$ cat src/rtl/riscv_gpio_arb.sv
// riscv_gpio_arb: round-robin arbiter of NREQ requesters onto one APB-style GPIO register port.
// Define RISCV_GPIO_ARB_FIXED_PRIO_EN for fixed priority (lowest index wins, no direct handoff).
module riscv_gpio_arb #(
  parameter int XLEN = 32,
  parameter int NREQ = 2
) (
  input  logic                       clk,
  input  logic                       rst,
  input  logic [NREQ-1:0]            req_i,
  input  logic [NREQ-1:0]            write_i,
  input  logic [NREQ-1:0][XLEN-1:0]  addr_i,
  input  logic [NREQ-1:0][XLEN-1:0]  wdata_i,
  output logic [NREQ-1:0]            done_o,
  output logic [XLEN-1:0]            rdata_o,
  output logic [$clog2(NREQ)-1:0]    gnt_id_o,
  output logic                       busy_o,
  output logic                       sel,
  output logic                       enable,
  output logic                       write,
  output logic [XLEN-1:0]            addr,
  output logic [XLEN-1:0]            wdata,
  input  logic [XLEN-1:0]            rdata
);
  localparam int IW = $clog2(NREQ);
  typedef enum logic [1:0] {IDLE, SETUP, ACCESS} state_t;
  state_t state_q, state_d;
  logic [IW-1:0] owner_q, owner_d, pick;
  logic write_q, write_d, found, grant;
  logic [XLEN-1:0] addr_q, addr_d, wdata_q, wdata_d;
  logic [NREQ-1:0] cand;
  // the finishing owner is masked out so it must pass through IDLE before winning again
  assign cand = (state_q == ACCESS) ? req_i & ~(NREQ'(1) << owner_q) : req_i;
`ifdef RISCV_GPIO_ARB_FIXED_PRIO_EN
  assign grant = found && state_q == IDLE;
  always_comb begin
    found = 1'b0;
    pick = '0;
    for (int k = NREQ - 1; k >= 0; k--) begin
      if (cand[k]) begin
        found = 1'b1;
        pick = IW'(k);
      end
    end
  end
`else
  logic [IW-1:0] last_q;
  assign grant = found && (state_q == IDLE || state_q == ACCESS);
  always_comb begin
    found = 1'b0;
    pick = '0;
    for (int k = NREQ; k >= 1; k--) begin
      if (cand[(int'(last_q) + k) % NREQ]) begin
        found = 1'b1;
        pick = IW'((int'(last_q) + k) % NREQ);
      end
    end
  end
  always_ff @(posedge clk) begin
    if (rst) last_q <= IW'(NREQ - 1);
    else if (grant) last_q <= pick;
  end
`endif
  always_comb begin
    state_d = state_q == SETUP ? ACCESS : grant ? SETUP : state_q == ACCESS ? IDLE : state_q;
    owner_d = grant ? pick : owner_q;
    write_d = grant ? write_i[pick] : write_q;
    addr_d = grant ? addr_i[pick] : addr_q;
    wdata_d = grant ? wdata_i[pick] : wdata_q;
  end
  always_ff @(posedge clk) begin
    if (rst) begin
      state_q <= IDLE;
      owner_q <= '0;
      write_q <= 1'b0;
      addr_q <= '0;
      wdata_q <= '0;
    end else begin
      state_q <= state_d;
      owner_q <= owner_d;
      write_q <= write_d;
      addr_q <= addr_d;
      wdata_q <= wdata_d;
    end
  end
  assign sel = state_q != IDLE;
  assign enable = state_q == ACCESS;
  assign write = sel & write_q;
  assign addr = addr_q;
  assign wdata = wdata_q;
  assign busy_o = sel;
  assign gnt_id_o = owner_q;
  assign done_o = enable ? NREQ'(1) << owner_q : '0;
  assign rdata_o = enable ? rdata : '0;
endmodule

$ cat config.mk
export PLATFORM = sky130hd
export DESIGN_NAME = riscv_gpio_arb
export DESIGN_NICKNAME = d
export VERILOG_FILES = /design/src/rtl/riscv_gpio_arb.sv
export SDC_FILE = /design/constraint.sdc
export NUM_CORES = 1
export LEC_CHECK = 0
export BUFFER_PORTS_ARGS = -buffer_cell sky130_fd_sc_hd__buf_2
export CORE_MARGIN = 8
export CORE_UTILIZATION = 37
export DETAILED_ROUTE_END_ITERATION = 7
export PLACE_DENSITY = 0.8
export SKIP_LAST_GASP = 1
export SYNTH_ARGS = -nofsm -noshare
export SYNTH_HDL_FRONTEND = slang
export SYNTH_SLANG_ARGS = --single-unit
$ cat constraint.sdc
create_clock -name clk -period 1.5 [get_ports clk]
set_input_delay 0.3 -clock clk [delete_from_list [all_inputs] [get_ports clk]]
set_output_delay 0.3 -clock clk [all_outputs]
set_load 0.05 [all_outputs]
==> impl_metrics.csv, run 1 <==
group,metric,value,unit
setup_path,worstPathRequired,1200,ps
synth,post-synth-top-count-cell,"dfxtp_1",
clock_tree,cts_tree,"yes",
timing,post-route-period-util,115,%
clock_tree,clk_pin_slew,70,ps
grt,grt_max_degree,46,
clock_tree,htree_levels,3,
floorplanning,ioPinCount,269,
place,place_congestion,0.822,
timing,rsz0062_at_grt,"true",
grt,grt_pass1_wl,22200,um
worst_hold_path,holdPathStages,3,
grt,overflow,0,
timing,max_freq,0.578,GHz
timing,hold_viol,0,
power,sw_frac_of_total,41.8,%
drt,routedWlPerCell,19.5,um
clock_tree,cts_root_buf,"clkbuf_8",
synth,netlist_area,3770,sq um
power,p_seq_share,32.8,%
setup_path,rr_startpoint,"state_q[1]",
grt,grt_pass1_vias,4500,
synth,ys_seq_area_share,36.6,%
synth,synth-edff-count,0,
synth,async_flop_share,0,%
drt,drcViolationCount,0,
floorplanning,die_w,117,um
layout,register_area,1390,sq um
timing,drv_slew,0,
power,clkPwrFrac,22.0,%
setup_path,critPathLaunchType,"flop",
floorplanning,design.core.area,10100,sq um
layout,drive_gt1_share,70.4,%
setup_path,arrival,1430,ps
synth,syn_nets,590,
worst_hold_path,hold-path-endpoint,"wdata[24]",
synth,yosys_warnings,0,
worst_hold_path,hold_path_class,"input pin to flop",
timing,timing.slew.headroom,78.3,%
synth,ys_types,25,
power,vdd_drop_max,0.000636,V
synth,synthTopCellsByCount,"dfxtp_1, nand2_1, nor2_1",
place,place_hpwl,11300,um
clock_tree,insertion_delay,340,ps
layout,syn2layout_area_growth,67.4,%
floorplanning,rows,37,
run,drv_cap,0,
synth,yosys.area.top_type,"dfxtp_1",
floorplanning,die_h,117,um
timing,worstMarginPinSlew,325,ps
drt,ant_nets,0,
synth,syn_area_per_cell,8.90,sq um
power,p_leak,2.99,nW
power,p_int,3.85,mW
drt,firstDrtPassIters,4,
setup_path,crit_path_end_kind,"output port",
place,io_buffer_count,268,
layout,finalNetCount,871,
timing,finalSetupViolCount,104,
setup_path,crit_fanout,10,
clock_tree,cts_sinks,69,
power,power,6.62,mW
worst_hold_path,hold_start,"wdata_i[24]",
synth,ys_seq_elements,69,
timing,setup_slack,-231,ps
layout,multi_input_area,2290,sq um
drt,vias,4374,
power,switching_power,2.77,mW
setup_path,r2r_slack,-170,ps
clock_tree,cts_buffers,9,
synth,synthCells,424,
synth,yosysTopAreaCellShare,36.6,%
setup_path,reg2reg_depth,8,
floorplanning,die-area,13700,sq um
clock_tree,cts_hold_buf,0,
layout,fillers,822,
place,pre_cts_ws,-113,ps
timing,skew,7.25,ps
timing,fin_setup_tns,-14400,ps
setup_path,r2r-end,"wdata[18]",
floorplanning,initial_core_util,37.4,%
drt,totalWireLength,16500,um
clock_tree,clockBufferDepth,2,
grt,track_usage,20.9,%
grt,grt_antenna_before_repair,1,
synth,synth_ff_type,"dfxtp_1",
drt,post_drt_via_cell_ratio,5.16,
power,p_comb_share,45.2,%
setup_path,critPathKind,"flop to output port",
run_status,violations,"negative setup slack",
drt,drt_iter0_drc,187,
timing,min_period,1730,ps
power,power_density,1050,nW/um^2
run_status,run_status,"finished, violations left",
synth,synth_area_leaders,"dfxtp_1, a211oi_2, a21oi_2",
## per-layer routing
layer | share of wire, % | wire (um) | GRT usage, % | vias up
li1 | - | - | - | 2017
met1 | 35 | 5810 | 20.0 | 2092
met2 | 51 | 8440 | 38.7 | 216
met3 | 9.6 | 1590 | 6.82 | 49
met4 | 4.0 | 658 | 11.7 | 0
met5 | 0 | 0 | 0 | -
## power groups by stage
stage	clock network (mW)	logic (mW)	registers, mW
after floorplan	0	1.18	2.94
final	1.45	3.00	2.17
after CTS	1.48	2.79	2.17
after global placement	0	2.57	2.19
after global routing	1.59	3.14	2.20
after detailed placement	0	2.63	2.21
## cell type report
cell class | count | area share [%]
multi-input cells | 312 | 36.3
repair buffers | 312 | 35.9
flip-flops and latches | 69 | 22.0
clock buffers | 13 | 2.69
well taps | 136 | 2.69
clock inverters | 3 | 0.277
inverters | 1 | 0.0990
diodes | 1 | 0.0396
## sequential cells by signal, summed over array words and instances, names as in the netlist
register and count:
gnt_id_o 1, state_q 2, addr 32, wdata 32, write_q 1, last_q 1
## metrics by stage
| stage | instance area [sq um] | instances | utilization, % | hold WS, ps |
|---|---|---|---|---|
| final | 6320 | 847 | 62.6 | 205 |
| after global routing | 6320 | 847 | 62.6 | 179 |
| after CTS | 5970 | 835 | 59.2 | 185 |
| after detailed placement | 5380 | 812 | 53.3 | 482 |
| after global placement | 5380 | 812 | 53.3 | 478 |
| after floorplan | 3850 | 424 | - | 439 |
## worst max-delay path: stages, from the launching register on
cell	delay (ps)
dfxtp_2	350
nor2b_4	200
buf_4	190
and2_2	180
buf_6	170
## worst max path at each step
stage | start | end | slack [ps] | cells past startpoint
6_report | state_q[1] | rdata_o[2] | -230 | 4
5_1_grt | state_q[1] | rdata_o[2] | -300 | 4
4_1_cts | state_q[0] | write | -190 | 4
3_5_place_dp | req_i[0] | addr[10] | -110 | 6
3_3_place_gp | req_i[0] | addr[14] | -40 | 6
2_1_floorplan | gnt_id_o | wdata[3] | -120 | 7
## cell families after synthesis
logic type / after synthesis / synth area share (%)
buf+inv: 43 / 8.19
flops: 69 / 36.6
compound gates: 138 / 35.3
simple gates: 174 / 19.9
## timing repair
item / in CTS / in global routing
pin swaps: 3 / 4
cloned: 2 / 10
endpoints found under the setup margin: 67 / 105
setup buffers: 5 / 2
resized for setup: 92 / 42
## placed cells by master, fill, tap and decap left out, types with 2 or more instances in the layout
cell,count
buf_6,39
clkbuf_16,8
buf_8,5
a21oi_1,17
buf_2,229
dfxtp_1,66
and2_4,9
nand2_2,16
buf_16,2
clkbuf_8,10
and2_2,21
clkinv_2,2
dfxtp_4,2
buf_12,12
buf_4,18
nand2_1,52
nor2_1,67
a211oi_2,65
and2_1,3
a21oi_2,50
clkbuf_1,2
No activity file was read; power rests on OpenSTA's default activity.
==> run 2: changes to the inputs <==
CORE_UTILIZATION = 41   (was 37)
PLACE_DENSITY = 0.83   (was 0.8)
clock period = 1.7 ns   (was 1.5 ns; I/O delays follow)
==> run 2 against run 1 <==
  * The flow still finishes with violations (negative setup slack)
  * Sequential cell count unchanged
  * Clock power decreased by 6%
  * Register-to-register slack improved by 220 ps
  * Hold slack improved by 41 ps
==> impl_metrics.csv, run 2 (synthesis gave the netlist of run 1 again) <==
group,metric,value,unit
run_status,run_status,"finished, violations left",
run_status,violations,"negative setup slack",
clock_tree,cts_root_buf,"clkbuf_8",
setup_path,arrival,1370,ps
grt,track_usage,21.9,%
power,power_density,974,nW/um^2
setup_path,worstPathRequired,1360,ps
floorplanning,die_w,112,um
setup_path,critPathKind,"flop to output port",
drt,firstDrtPassIters,4,
drt,vias,4241,
place,io_buffer_count,268,
timing,fin_hold_ws,246,ps
power,p_leak,2.82,nW
timing,fin_setup_tns,-18.2,ps
drt,ant_nets,0,
worst_hold_path,hold_path_class,"input pin to flop",
layout,mostFrequentLayoutCells,"buf_2, nand2_1, nor2_1",
drt,routedWlPerCell,19.2,um
floorplanning,design.core.area,9060,sq um
clock_tree,insertion_delay,330,ps
grt,grt_pass1_vias,4432,
setup_path,crit_start,"state_q[0]",
clock_tree,clockBufferDepth,2,
layout,layout.cells.non_filler,803,
clock_tree,cts_tree,"yes",
place,place_congestion,0.945,
setup_path,r2r_slack,50,ps
layout,multi_input_area,2140,sq um
setup_path,reg2reg_depth,5,
floorplanning,rows,35,
setup_path,r2r-end,"wdata[31]",
timing,setup_slack,-12.1,ps
timing,post-route-period-util,101,%
grt,grt_max_degree,66,
timing,rsz0062_at_grt,"true",
drt,post_drt_via_cell_ratio,5.28,
layout,finalNetCount,853,
timing,min_period,1710,ps
setup_path,rr_startpoint,"gnt_id_o",
clock_tree,clk_pin_slew,70,ps
setup_path,crit_fanout,9,
floorplanning,die_h,112,um
clock_tree,htree_levels,3,
drt,drt_iter0_drc,304,
layout,register_area,1390,sq um
timing,worstMarginPinSlew,502,ps
timing,max_freq,0.584,GHz
place,place_hpwl,11000,um
setup_path,cp_cell_sequence,"nor2b_4 -> buf_6 -> and2_1 -> buf_6",
place,placedInstanceArea,5220,sq um
setup_path,max_stage_delay,370,ps
layout,syn2layout_area_growth,55.5,%
place,post-place-cells,777,
layout,layout_commonest_cell,"buf_2",
drt,totalWireLength,15400,um
drt,drcViolationCount,0,
floorplanning,initial_core_util,41.6,%
layout,final_core_util,64.7,%
setup_path,crit_top_cell,"buf_6",
layout,fillers,759,
setup_path,crit_path_end_kind,"output port",
timing,hold_viol,0,
setup_path,endpoint,"rdata_o[18]",
power,vdd_drop_max,0.000635,V
layout,drive_gt1_share,62.7,%
setup_path,path_delay_family,"flip-flops",
grt,grt_pass1_wl,22500,um
floorplanning,die-area,12500,sq um
setup_path,critPathLaunchType,"flop",
floorplanning,ioPinCount,269,
grt,grt_antenna_before_repair,1,
setup_path,critPathSlowestCell,"dfxtp_4",
clock_tree,cts_buffers,9,
run,drv_cap,0,
layout,final_area,5860,sq um
timing,finalSetupViolCount,3,
setup_path,cp.buffers_inverters,2,
timing,timing.slew.headroom,66.5,%
timing,drv_slew,0,
power,power,5.71,mW
place,pre_cts_ws,12.6,ps
timing,skew,15.1,ps
setup_path,cp.depth,4,
clock_tree,cts_sinks,69,
grt,overflow,0,
## run 2: worst min path at each step
stage          startpoint  slack, ps  cells after the start       end
2_1_floorplan      last_q        440                      2    last_q
3_3_place_gp       last_q        470                      2    last_q
3_5_place_dp       last_q        480                      2    last_q
4_1_cts         addr_i[4]        230                      3   addr[4]
5_1_grt         addr_i[4]        230                      3   addr[4]
6_report       addr_i[10]        250                      3  addr[10]
## run 2: repair_timing
| item | 4_1_cts | 5_1_grt |
|---|---|---|
| resized for setup | 75 | 26 |
| gates cloned | 2 | 4 |
| hold buffers | 0 | 0 |
| endpoints found under the setup margin | 38 | 49 |
| buffers inserted | 1 | 3 |
| pin swaps | 2 | 9 |
## run 2: area by class of cell
type	instances	share of cell area (%)
multi-input combinational	312	36.6
timing repair buffer	294	33.9
sequential	69	23.7
clock buffer	11	2.58
tap	111	2.37
clock inverter	4	0.789
inverter	1	0.0640
antenna	1	0.0427
## run 2: worst register-to-register path, delay by kind of cell (launching register included)
family                 cells  cell delay (ps)
AND/OR/NAND/NOR            2              210
buffers and inverters      1              340
AO/OA/AOI/OAI              2              650
flip-flops                 1              380
## run 2: layer usage
| metal | vias to the layer above | wire (um) | GRT usage, % |
|---|---|---|---|
| li1 | 1979 | - | - |
| met4 | 0 | 499 | 7.93 |
| met1 | 2024 | 5490 | 20.5 |
| met5 | - | 0 | 0 |
| met2 | 203 | 8200 | 42.8 |
| met3 | 35 | 1200 | 7.63 |
## run 2: power by group
part	switching (mW)	total, mW	internal [mW]
clock	0.612	1.36	0.746
sequential	0.105	1.92	1.81
combinational	1.63	2.44	0.810
total	2.34	5.71	3.37
==> run 3: changes to the inputs <==
clock period = 1.8 ns   (was 1.7 ns; I/O delays follow)
==> run 3 against run 2 <==
  * The flow still finishes with violations (negative setup slack)
  * Largest cell class unchanged
  * Global-route usage down 0.11 points
  * Wire length is 3.1% higher
  * Design area grew 0.32%
  * Highest routed layer unchanged
  * Power is 7.9% lower
  * Register-to-register slack worse by 20 ps
  * Die area is the same
  * Sequential cell count is the same
==> impl_metrics.csv, run 3 (synthesis gave the netlist of run 1 again) <==
group,metric,value,unit
timing,fin_hold_ws,270,ps
place,pre_cts_ws,48.9,ps
setup_path,arrival,1460,ps
setup_path,critPathLaunchType,"flop",
layout,drive_gt1_share,63.2,%
setup_path,critPathKind,"flop to output port",
run_status,violations,"negative setup slack",
clock_tree,insertion_delay,340,ps
floorplanning,rows,35,
worst_hold_path,holdPathStages,3,
layout,layout_commonest_cell,"buf_2",
grt,grt_antenna_before_repair,1,
setup_path,cp.buffers_inverters,3,
power,power,5.26,mW
grt,grt_max_degree,70,
floorplanning,ioPinCount,269,
clock_tree,htree_levels,3,
drt,routedWlPerCell,19.7,um
timing,finalSetupViolCount,2,
setup_path,reg2reg_depth,9,
floorplanning,die_h,112,um
floorplanning,design.core.area,9060,sq um
place,placedInstanceArea,5190,sq um
clock_tree,clk_pin_slew,80,ps
layout,finalNetCount,854,
timing,rsz0062_at_grt,"true",
place,place_congestion,0.941,
setup_path,r2r-end,"wdata[27]",
power,p_leak,2.82,nW
drt,drcViolationCount,0,
worst_hold_path,hold-path-endpoint,"addr[3]",
timing,drv_slew,0,
clock_tree,cts_hold_buf,0,
setup_path,cp.depth,5,
timing,max_freq,0.549,GHz
drt,firstDrtPassIters,4,
drt,totalWireLength,15900,um
layout,final_core_util,64.9,%
layout,fillers,733,
setup_path,path_delay_family,"buffers and inverters",
place,post-place-cells,775,
layout,final_area,5880,sq um
floorplanning,die_w,112,um
grt,grt_pass1_wl,22000,um
layout,mostFrequentLayoutCells,"buf_2, nand2_1, nor2_1, dfxtp_1",
timing,fin_setup_tns,-30.0,ps
timing,setup_slack,-20.5,ps
setup_path,max_stage_delay,380,ps
timing,hold_viol,0,
setup_path,rr_startpoint,"state_q[0]",
drt,drt_iter0_drc,194,
setup_path,crit_fanout,9,
place,place_hpwl,11100,um
run,drv_cap,0,
grt,grt_pass1_vias,4384,
clock_tree,cts_sinks,69,
clock_tree,cts_tree,"yes",
drt,ant_nets,0,
drt,post_drt_via_cell_ratio,5.30,
grt,track_usage,21.8,%
floorplanning,initial_core_util,41.6,%
run_status,run_status,"finished, violations left",
setup_path,crit_start,"state_q[0]",
clock_tree,clockBufferDepth,2,
setup_path,critPathSlowestCell,"dfxtp_4",
layout,syn2layout_area_growth,56.0,%
timing,post-route-period-util,101,%
setup_path,worstPathRequired,1440,ps
power,power_density,895,nW/um^2
worst_hold_path,hold_path_class,"input pin to flop",
timing,skew,16.2,ps
clock_tree,cts_buffers,9,
setup_path,crit_path_end_kind,"output port",
floorplanning,die-area,12500,sq um
clock_tree,cts_root_buf,"clkbuf_8",
power,vdd_drop_max,0.000427,V
drt,vias,4264,
timing,timing.slew.headroom,71.0,%
setup_path,cp_cell_sequence,"nor2b_4 -> buf_12 -> clkbuf_16 -> and2_1 -> buf_6",
timing,min_period,1820,ps
place,io_buffer_count,268,
timing,worstMarginPinSlew,435,ps
worst_hold_path,hold_start,"addr_i[3]",
setup_path,r2r_slack,30,ps
grt,overflow,0,
layout,layout.cells.non_filler,805,
run 3: how the worst max path moves through the flow:
stage                             end
after floorplan           rdata_o[10]
after global placement    rdata_o[20]
after detailed placement    wdata[27]
after CTS                 rdata_o[20]
after global routing      rdata_o[19]
final                     rdata_o[17]
run 3: power by group:
group / total [mW] / internal, mW / switching (mW)
Combinational: 2.30 / 0.763 / 1.54
Sequential: 1.81 / 1.71 / 0.0976
Clock: 1.16 / 0.505 / 0.650
run 3: tightest hold or removal path, delay by kind of cell:
| family | cells | cell delay (ps) |
|---|---|---|
| buffers and inverters | 1 | 100 |
| AOI/OAI and AO/OA | 1 | 60 |
| and+or+nand+nor | 1 | 50 |
run 3: layer usage:
metal	up-vias	global-route usage, %	part of all wire [%]
li1	1988	-	-
met1	2019	19.7	34
met2	207	42.0	54
met3	50	7.25	7.6
met4	0	11.7	4.1
met5	-	0	0
run 3: area by class of cell:
class	count	area (sq um)	area share, %
multi-input cells	312	2150	36.6
repair buffers	295	2020	34.4
flip-flops and latches	69	1390	23.6
well taps	111	139	2.36
clock buffers	9	124	2.11
clock inverters	7	51.3	0.872
inverters	1	3.75	0.0638
diodes	1	2.50	0.0425
run 3: repair_timing:
item	4_1_cts	5_1_grt
gates cloned	1	6
gates resized for setup	43	52
pin swaps	0	3
endpoints found under the setup margin	36	34
buffers inserted	0	6
